File: config.mk
export PLATFORM = sky130hd
export DESIGN_NAME = bus_word_rx
export DESIGN_NICKNAME = d
export VERILOG_FILES = /design/src/rtl/bus_word_rx.sv
export SDC_FILE = /design/constraint.sdc
export NUM_CORES = 1
export LEC_CHECK = 0
export ABC_AREA = 0
export BUFFER_PORTS_ARGS = -buffer_cell sky130_fd_sc_hd__buf_2
export CAP_MARGIN = 20
export CORE_UTILIZATION = 52
export DETAILED_ROUTE_END_ITERATION = 7
export PLACE_DENSITY = 0.82
export REMOVE_ABC_BUFFERS = 1
export SLEW_MARGIN = 20
export SYNTH_ARGS = -nofsm -noshare
export SYNTH_HDL_FRONTEND = slang
export SYNTH_SLANG_ARGS = --single-unit
File: constraint.sdc
create_clock -name sysclk -period 1.7 [get_ports sysclk]
set_input_delay 0.34 -clock sysclk [delete_from_list [all_inputs] [get_ports sysclk]]
set_output_delay 0.34 -clock sysclk [all_outputs]
set_load 0.005 [all_outputs]
File: src/rtl/bus_word_rx.sv
// Serial word receiver: synchronizes an external bit clock and data line, deframes
// start/8-or-16 data/stop frames and presents each word through a valid/ready holding register.
module bus_word_rx #(
    parameter int SYNC_STAGES = 2
) (
    input  logic        sysclk,
    input  logic        rst_n,
    input  logic        bclk,
    input  logic        sdata,
    input  logic        cmode,
    input  logic        rd_ready,
    output logic [15:0] rd_data,
    output logic        rd_valid,
    output logic        frame_err,
    output logic        overrun,
    output logic        busy
);

    typedef enum logic [1:0] {IDLE, SHIFT, STOP} state_t;

    state_t                 r_state, w_state_nxt;
    logic [SYNC_STAGES-1:0] r_bclk_sync, r_sdat_sync;
    logic                   r_bclk_hist;
    logic [4:0]             r_cnt;
    logic [15:0]            r_shift;
    logic                   r_mode;

    logic       w_bit_evt, w_sd;
    logic       w_start, w_shift, w_done, w_ferr, w_xfer;
    logic [4:0] w_cnt_inc, w_nbits;
    logic [15:0] w_word;

    // sdata flops reset high so the idle line never looks like a start bit
    always_ff @(posedge sysclk or negedge rst_n) begin
        if (!rst_n) begin
            r_bclk_sync <= '0;
            r_sdat_sync <= '1;
            r_bclk_hist <= 1'b0;
        end else begin
            r_bclk_sync <= {r_bclk_sync[SYNC_STAGES-2:0], bclk};
            r_sdat_sync <= {r_sdat_sync[SYNC_STAGES-2:0], sdata};
            r_bclk_hist <= r_bclk_sync[SYNC_STAGES-1];
        end
    end

    assign w_bit_evt = r_bclk_sync[SYNC_STAGES-1] & ~r_bclk_hist;
    assign w_sd      = r_sdat_sync[SYNC_STAGES-1];
    assign w_cnt_inc = r_cnt + 5'd1;
    assign w_nbits   = r_mode ? 5'd16 : 5'd8;

    always_ff @(posedge sysclk or negedge rst_n) begin
        if (!rst_n) r_state <= IDLE;
        else        r_state <= w_state_nxt;
    end

    always_comb begin
        w_state_nxt = r_state;
        w_start     = 1'b0;
        w_shift     = 1'b0;
        w_done      = 1'b0;
        w_ferr      = 1'b0;
        case (r_state)
            IDLE: if (w_bit_evt && !w_sd) begin
                w_start     = 1'b1;
                w_state_nxt = SHIFT;
            end
            SHIFT: if (w_bit_evt) begin
                w_shift = 1'b1;
                if (w_cnt_inc == w_nbits) w_state_nxt = STOP;
            end
            STOP: if (w_bit_evt) begin
                w_done      = w_sd;
                w_ferr      = ~w_sd;
                w_state_nxt = IDLE;
            end
            default: w_state_nxt = IDLE;
        endcase
    end

    assign busy = (r_state != IDLE);

    // Word size is captured at the start bit so later cmode changes cannot corrupt the frame
    always_ff @(posedge sysclk or negedge rst_n) begin
        if (!rst_n) begin
            r_mode  <= 1'b0;
            r_cnt   <= '0;
            r_shift <= '0;
        end else if (w_start) begin
            r_mode  <= cmode;
            r_cnt   <= '0;
            r_shift <= '0;
        end else if (w_shift) begin
            r_shift <= {r_shift[14:0], w_sd};
            r_cnt   <= w_cnt_inc;
        end
    end

    assign w_xfer = rd_valid & rd_ready;
    assign w_word = r_mode ? r_shift : {8'h00, r_shift[7:0]};

    always_ff @(posedge sysclk or negedge rst_n) begin
        if (!rst_n) begin
            rd_data   <= '0;
            rd_valid  <= 1'b0;
            frame_err <= 1'b0;
            overrun   <= 1'b0;
        end else begin
            frame_err <= w_ferr;
            overrun   <= w_done & rd_valid & ~rd_ready;
            if (w_done && (!rd_valid || rd_ready)) begin
                rd_data  <= w_word;
                rd_valid <= 1'b1;
            end else if (w_xfer) begin
                rd_valid <= 1'b0;
            end
        end
    end

endmodule

==> results.py, run 1 <==
metrics = {
    "synth": {
        "synth.most_common_cell": "nand2_1",
        "yosysWarnings": 0,
        "synthFlopType": "dfrtp_1",
        "avgSynthCellArea_um2": 11.4,
        "syn_inst": 174,
        "synth_top_area_share": 0.582,
        "ys_top_cells_by_count": "nand2_1 (53), dfrtp_1 (46), o21ai_0 (16), a21oi_1 (9)",
        "netlist_area_um2": 1980,
        "synth_cell_type_count": 33,
        "synth_edf_count": 0,
        "ys_ff_latch": 48,
        "async_flop_share": 1.00,
        "synth_largest_area_cell": "dfrtp_1",
        "synth-seq-area-share": 0.609,
        "ys_top_cells_by_area": "dfrtp_1 (58%), nand2_1 (10%), o21ai_0 (4.1%)",
    },
    "power_and_ir_drop": {
        "vdd_ir_drop_max_mv": 0.549,
        "power_density_nw_per_um2": 1170,
        "p_leak_nw": 1.12,
    },
    "clock_tree": {
        "cts_sinks": 48,
        "cts_buffers": 5,
        "cts_tree": "built",
        "clk_path_buf_depth": 2,
        "post_cts_buffers": 0,
        "clk_pin_slew_worst_paths_ns": 0.08,
        "cts-htree-levels": 2,
        "clock_latency_ns": 0.30,
        "clock-root-buffer": "clkbuf_8",
    },
    "route": {
        "vias_per_cell": 5.09,
        "first_iter_violations": 56,
        "routedWlPerCell_um": 12.5,
        "vias": 1309,
        "dr.pass1.iters": 4,
        "antenna_left": 0,
        "drc_errors": 0,
        "wl_um": 3210,
    },
    "floorplan": {
        "die_w_um": 63.7,
        "initial_core_util": 0.540,
        "die_y_um": 63.7,
        "ios": 26,
        "num_rows": 22,
        "dieArea_um2": 4050,
        "core_um2": 3660,
    },
    "timing": {
        "slew-limit-headroom": 0.696,
        "rsz0062_at_grt": "no",
        "slew_viol_final": 0,
        "tns_ns": 0,
        "fmaxAchievable_mhz": 661,
        "worst_pin_slew_ns": 0.456,
        "fin_skew_ns": 0.00509,
        "hold_viol": 0,
        "finalCritPeriodShare": 0.890,
        "setup_viol": 0,
        "finalCriticalPeriod_ns": 1.51,
    },
    "flow_run": {
        "maxCapViolCount": 0,
    },
    "critical_path": {
        "cp-end-kind": "output port",
        "crit_chain": "or2_4 > buf_2",
        "cp.required_ns": 1.36,
        "crit_path_max_incr_delay_ns": 0.47,
        "critPathSlowestCell": "dfrtp_1",
        "worst_ep_arrival_time_ns": 1.17,
        "worstSetupStartpointType": "flop",
        "crit_path_max_fanout": 7,
        "critical_path_class": "flop to output port",
    },
    "status": {
        "status": "finished, final reports clean",
    },
    "global_route": {
        "grt_pass1_vias": 1313,
        "gr-total-overflow": 0,
        "grt_max_degree": 22,
        "grt_antenna_before_repair": 0,
        "grt_use_total": 0.191,
        "grt_pass1_wl_um": 5830,
    },
    "placement": {
        "gp_congestion": 0.795,
        "dpl.hpwl_um": 2330,
        "port_buffers": 25,
    },
    "finish": {
        "diodes": 0,
        "fin_nets": 215,
        "areaGrowthSynthToFinish_pct": 15.3,
        "post-route-util": 0.622,
        "final_layout_size_suffix_gt1_frac": 0.297,
        "fillers": 312,
    },
    "hold_path": {
        "hold_class": "input port to flop",
    },
}
[area by class of cell]
type | instances | area, µm² | area share
sequential | 48 | 1200 | 0.528
multi-input combinational | 117 | 701 | 0.308
timing repair buffer | 35 | 203 | 0.0890
clock buffer | 6 | 72.6 | 0.0319
tap | 48 | 60.1 | 0.0264
clock inverter | 2 | 35.0 | 0.0154
inverter | 1 | 3.75 | 0.00165
[layer usage]
metal	global-route usage	vias to the layer above	wire, µm
li1	-	646	-
met1	0.242	626	1560
met2	0.306	30	1440
met3	0.0471	7	140
met4	0.0938	0	65
met5	0	-	0
[critical path: cells and delay by family, from the launching register on]
kind / cells / cell delay (ns)
flip-flops: 1 / 0.47
AND/OR/NAND/NOR: 1 / 0.28
buffers and inverters: 1 / 0.13
[registers in the layout (all words and copies together), names as in the netlist]
| name | count |
|---|---|
| r_shift | 16 |
| rd_valid | 1 |
| rd_data | 16 |
| r_bclk_sync | 2 |
| r_cnt | 5 |
| frame_err | 1 |
| r_state | 2 |
| overrun | 1 |
| r_bclk_hist | 1 |
| r_mode | 1 |
| r_sdat_sync | 2 |
[report_power, final]
part	switching, mW	internal, mW	total [mW]
combinational	0.223	0.198	0.421
clock	0.356	0.436	0.792
sequential	0.151	1.30	1.46
[cell families after synthesis]
| family | share of synthesized area |
|---|---|
| xor+xnor | 0.0177 |
| simple gates | 0.180 |
| mux | 0.0665 |
| buf+inv | 0.0367 |
| fa+ha+maj | 0.00633 |
| flops | 0.609 |
| compound gates | 0.0842 |
[cell usage in the layout, fill, tap and decap left out, drive strengths merged]
cell         instances
dlygate4sd3          1
o21ai               16
nor2b                1
bufinv               1
clkbuf               6
clkinv               1
xnor2                2
nand4                1
a21oi                9
and2b                1
o2111ai              1
a31o                 1
xor2                 2
o22ai                1
dfrtp               46
buf                 34
nand2               53
and3                 1
nand3                4
mux2                10
and4bb               1
a22o                 2
dfstp                2
ha                   1
nor2                 3
inv                  1
or2                  1
nor3                 3
nand2b               3
[metrics by stage]
| step | setup WS [ns] | power (mW) | cell area [µm²] | hold slack (ns) | instances |
|---|---|---|---|---|---|
| 2_1_floorplan | 0.0240 | 1.73 | 1910 | 0.0444 | 166 |
| 3_3_place_gp | 0.252 | 1.87 | 2160 | 0.312 | 248 |
| 3_5_place_dp | 0.226 | 1.90 | 2160 | 0.318 | 248 |
| 4_1_cts | 0.181 | 2.70 | 2280 | 0.128 | 257 |
| 5_1_grt | 0.119 | 2.83 | 2280 | 0.123 | 257 |
| 6_report | 0.187 | 2.67 | 2280 | 0.136 | 257 |
[worst paths after layout]
kind / startpoint / endpoint / slack [ns] / cells past startpoint
min in group asynchronous: rst_n / r_cnt[2] / 0.52 / 2
min reg2reg: r_sdat_sync[0] / r_sdat_sync[1] / 0.35 / 0
max in group asynchronous: rst_n / r_sdat_sync[0] / 0.61 / 3
min: sdata / r_sdat_sync[0] / 0.14 / 1
max: r_state[0] / busy / 0.19 / 2
max reg2reg: r_state[0] / r_mode / 0.20 / 3
[repair_timing]
action	in CTS	in global routing
hold buffers	1	0
gates resized for setup	0	0
hold endpoints to repair	16	0
No activity file was read; power rests on OpenSTA's default activity.
==> run 2: changes to the inputs <==
--- a/config.mk
+++ b/config.mk
@@ -12,6 +12,7 @@
 export DETAILED_ROUTE_END_ITERATION = 7
 export PLACE_DENSITY = 0.82
 export REMOVE_ABC_BUFFERS = 1
+export SETUP_SLACK_MARGIN = 0.3
 export SLEW_MARGIN = 20
 export SYNTH_ARGS = -nofsm -noshare
 export SYNTH_HDL_FRONTEND = slang
==> results.py, run 2 (same netlist as run 1, synthesis figures left out) <==
metrics = {
    "global_route": {
        "grt_pass1_wl_um": 6070,
        "grt_max_degree": 22,
        "globalRouteMet1Util": 0.253,
        "grt_pass1_vias": 1334,
        "met3_usage": 0.0471,
        "use_met2": 0.320,
        "grt_antenna_before_repair": 0,
        "gr-total-overflow": 0,
        "top_usage_layer": "met2",
        "grt_use_total": 0.199,
    },
    "floorplan": {
        "ios": 26,
        "dieArea_um2": 4050,
        "initial_core_util": 0.540,
        "num_rows": 22,
        "core_um2": 3660,
        "die_y_um": 63.7,
        "die_w_um": 63.7,
    },
    "route": {
        "routedWlPerCell_um": 13.2,
        "first_iter_violations": 74,
        "vias": 1381,
        "vias_per_cell": 5.11,
        "antenna_left": 0,
        "dr.pass1.iters": 4,
        "drc_errors": 0,
        "wl_um": 3570,
    },
    "finish": {
        "final_layout_size_suffix_gt1_frac": 0.360,
        "final_common_cell": "nand2_1",
        "areaGrowthSynthToFinish_pct": 24.2,
        "fin_cells": 270,
        "post-route-util": 0.671,
        "fin_nets": 228,
        "fillers": 278,
        "final_cell_mix": "nand2_1 (53), dfrtp_1 (44), buf_2 (24), buf_4 (18), o21ai_0 (16)",
        "diodes": 0,
        "final_area_um2": 2460,
        "largestRegisters": "r_shift (16), rd_data (16), r_cnt (5)",
    },
    "clock_tree": {
        "clock_latency_ns": 0.30,
        "clk_pin_slew_worst_paths_ns": 0.08,
        "cts_sinks": 48,
        "cts-htree-levels": 2,
        "cts_tree": "built",
        "clock-root-buffer": "clkbuf_8",
        "clk_path_buf_depth": 2,
        "cts_buffers": 5,
    },
    "placement": {
        "port_buffers": 25,
        "placed_cell_area_um2": 2160,
        "place_inst": 248,
        "gp_congestion": 0.795,
        "pre_cts_slack_ns": 0.226,
        "dpl.hpwl_um": 2330,
    },
    "critical_path": {
        "critical_path_class": "flop to output port",
        "critPathSlowestCell": "dfrtp_2",
        "cp.required_ns": 1.36,
        "rr_worst_depth": 7,
        "crit_family": "flip-flops",
        "crit_chain": "or2_4 > buf_6",
        "crit_path_max_incr_delay_ns": 0.44,
        "worst_ep_arrival_time_ns": 1.12,
        "worstSetupStartpointType": "flop",
        "worst-path-stages": 2,
        "cp-end-kind": "output port",
        "crit_path_max_fanout": 4,
        "path_buf_inv": 1,
    },
    "timing": {
        "slew-limit-headroom": 0.690,
        "rsz0062_at_grt": "yes",
        "setup_viol": 0,
        "tns_ns": 0,
        "fmaxAchievable_mhz": 685,
        "finalCriticalPeriod_ns": 1.46,
        "worst_pin_slew_ns": 0.465,
        "holdWs_ns": 0.136,
        "finalCritPeriodShare": 0.859,
        "worst_slack_ns": 0.240,
        "slew_viol_final": 0,
        "fin_skew_ns": 0.00675,
        "hold_viol": 0,
    },
    "power_and_ir_drop": {
        "power_frac_seq": 0.512,
        "vdd_ir_drop_max_mv": 0.532,
        "p_sw_frac": 0.278,
        "clkPwrFrac": 0.279,
        "total_power_mw": 2.84,
        "power_frac_comb": 0.208,
        "power.internal_mw": 2.05,
        "p_leak_nw": 1.20,
        "power_switching_mw": 0.788,
        "power_density_nw_per_um2": 1160,
    },
    "status": {
        "status": "finished, final reports clean",
    },
    "hold_path": {
        "hold_class": "input port to flop",
        "hold_depth": 1,
    },
    "flow_run": {
        "maxCapViolCount": 0,
    },
}
[run 2: cell count changes in the layout (fill, tap and decap cells not counted), moves of 2 or more]
cell     delta
buf_6       +3
dfrtp_1     -2
buf_4       +9
dfrtp_2     +2
[run 2: worst paths after layout]
kind / startpoint / endpoint / slack [ns]
max: r_state[0] / busy / 0.24
min: sdata / r_sdat_sync[0] / 0.14
max reg2reg: r_state[0] / rd_data[10] / 0.29
min reg2reg: r_sdat_sync[0] / r_sdat_sync[1] / 0.35
max in group asynchronous: rst_n / r_sdat_sync[0] / 0.60
min in group asynchronous: rst_n / r_cnt[2] / 0.52
[run 2: layout make-up]
class | count | area (µm²) | area share
timing repair buffer | 48 | 344 | 0.140
clock inverter | 2 | 35.0 | 0.0143
tap | 48 | 60.1 | 0.0245
clock buffer | 6 | 72.6 | 0.0295
inverter | 1 | 3.75 | 0.00153
sequential | 48 | 1210 | 0.491
multi-input combinational | 117 | 734 | 0.299
[run 2: power by group through the flow]
stage          Combinational [mW]  Sequential, mW  Clock, mW
2_1_floorplan               0.277            1.46          0
3_3_place_gp                0.403            1.47          0
3_5_place_dp                0.420            1.48          0
4_1_cts                     0.510            1.45      0.818
5_1_grt                     0.659            1.48      0.866
6_report                    0.591            1.45      0.793
[run 2: worst register-to-register path, delay by kind of cell, from the launching register on]
kind            cells  cell delay [ns]
simple gates        3             0.30
compound gates      1             0.08
buf+inv             3             0.48
flops               1             0.44
[run 2: layer usage]
| layer | vias to the layer above | wire length, µm |
|---|---|---|
| li1 | 667 | - |
| met1 | 675 | 1650 |
| met2 | 32 | 1710 |
| met3 | 7 | 148 |
| met4 | 0 | 63 |
| met5 | - | 0 |
[run 2: what timing repair did]
item,in CTS,in global routing
pin swaps,2,7
buffers inserted,4,8
gates resized for setup,4,10
endpoints found under the setup margin,21,31
hold buffers,1,0
gates cloned,0,1
hold endpoints to repair,16,0
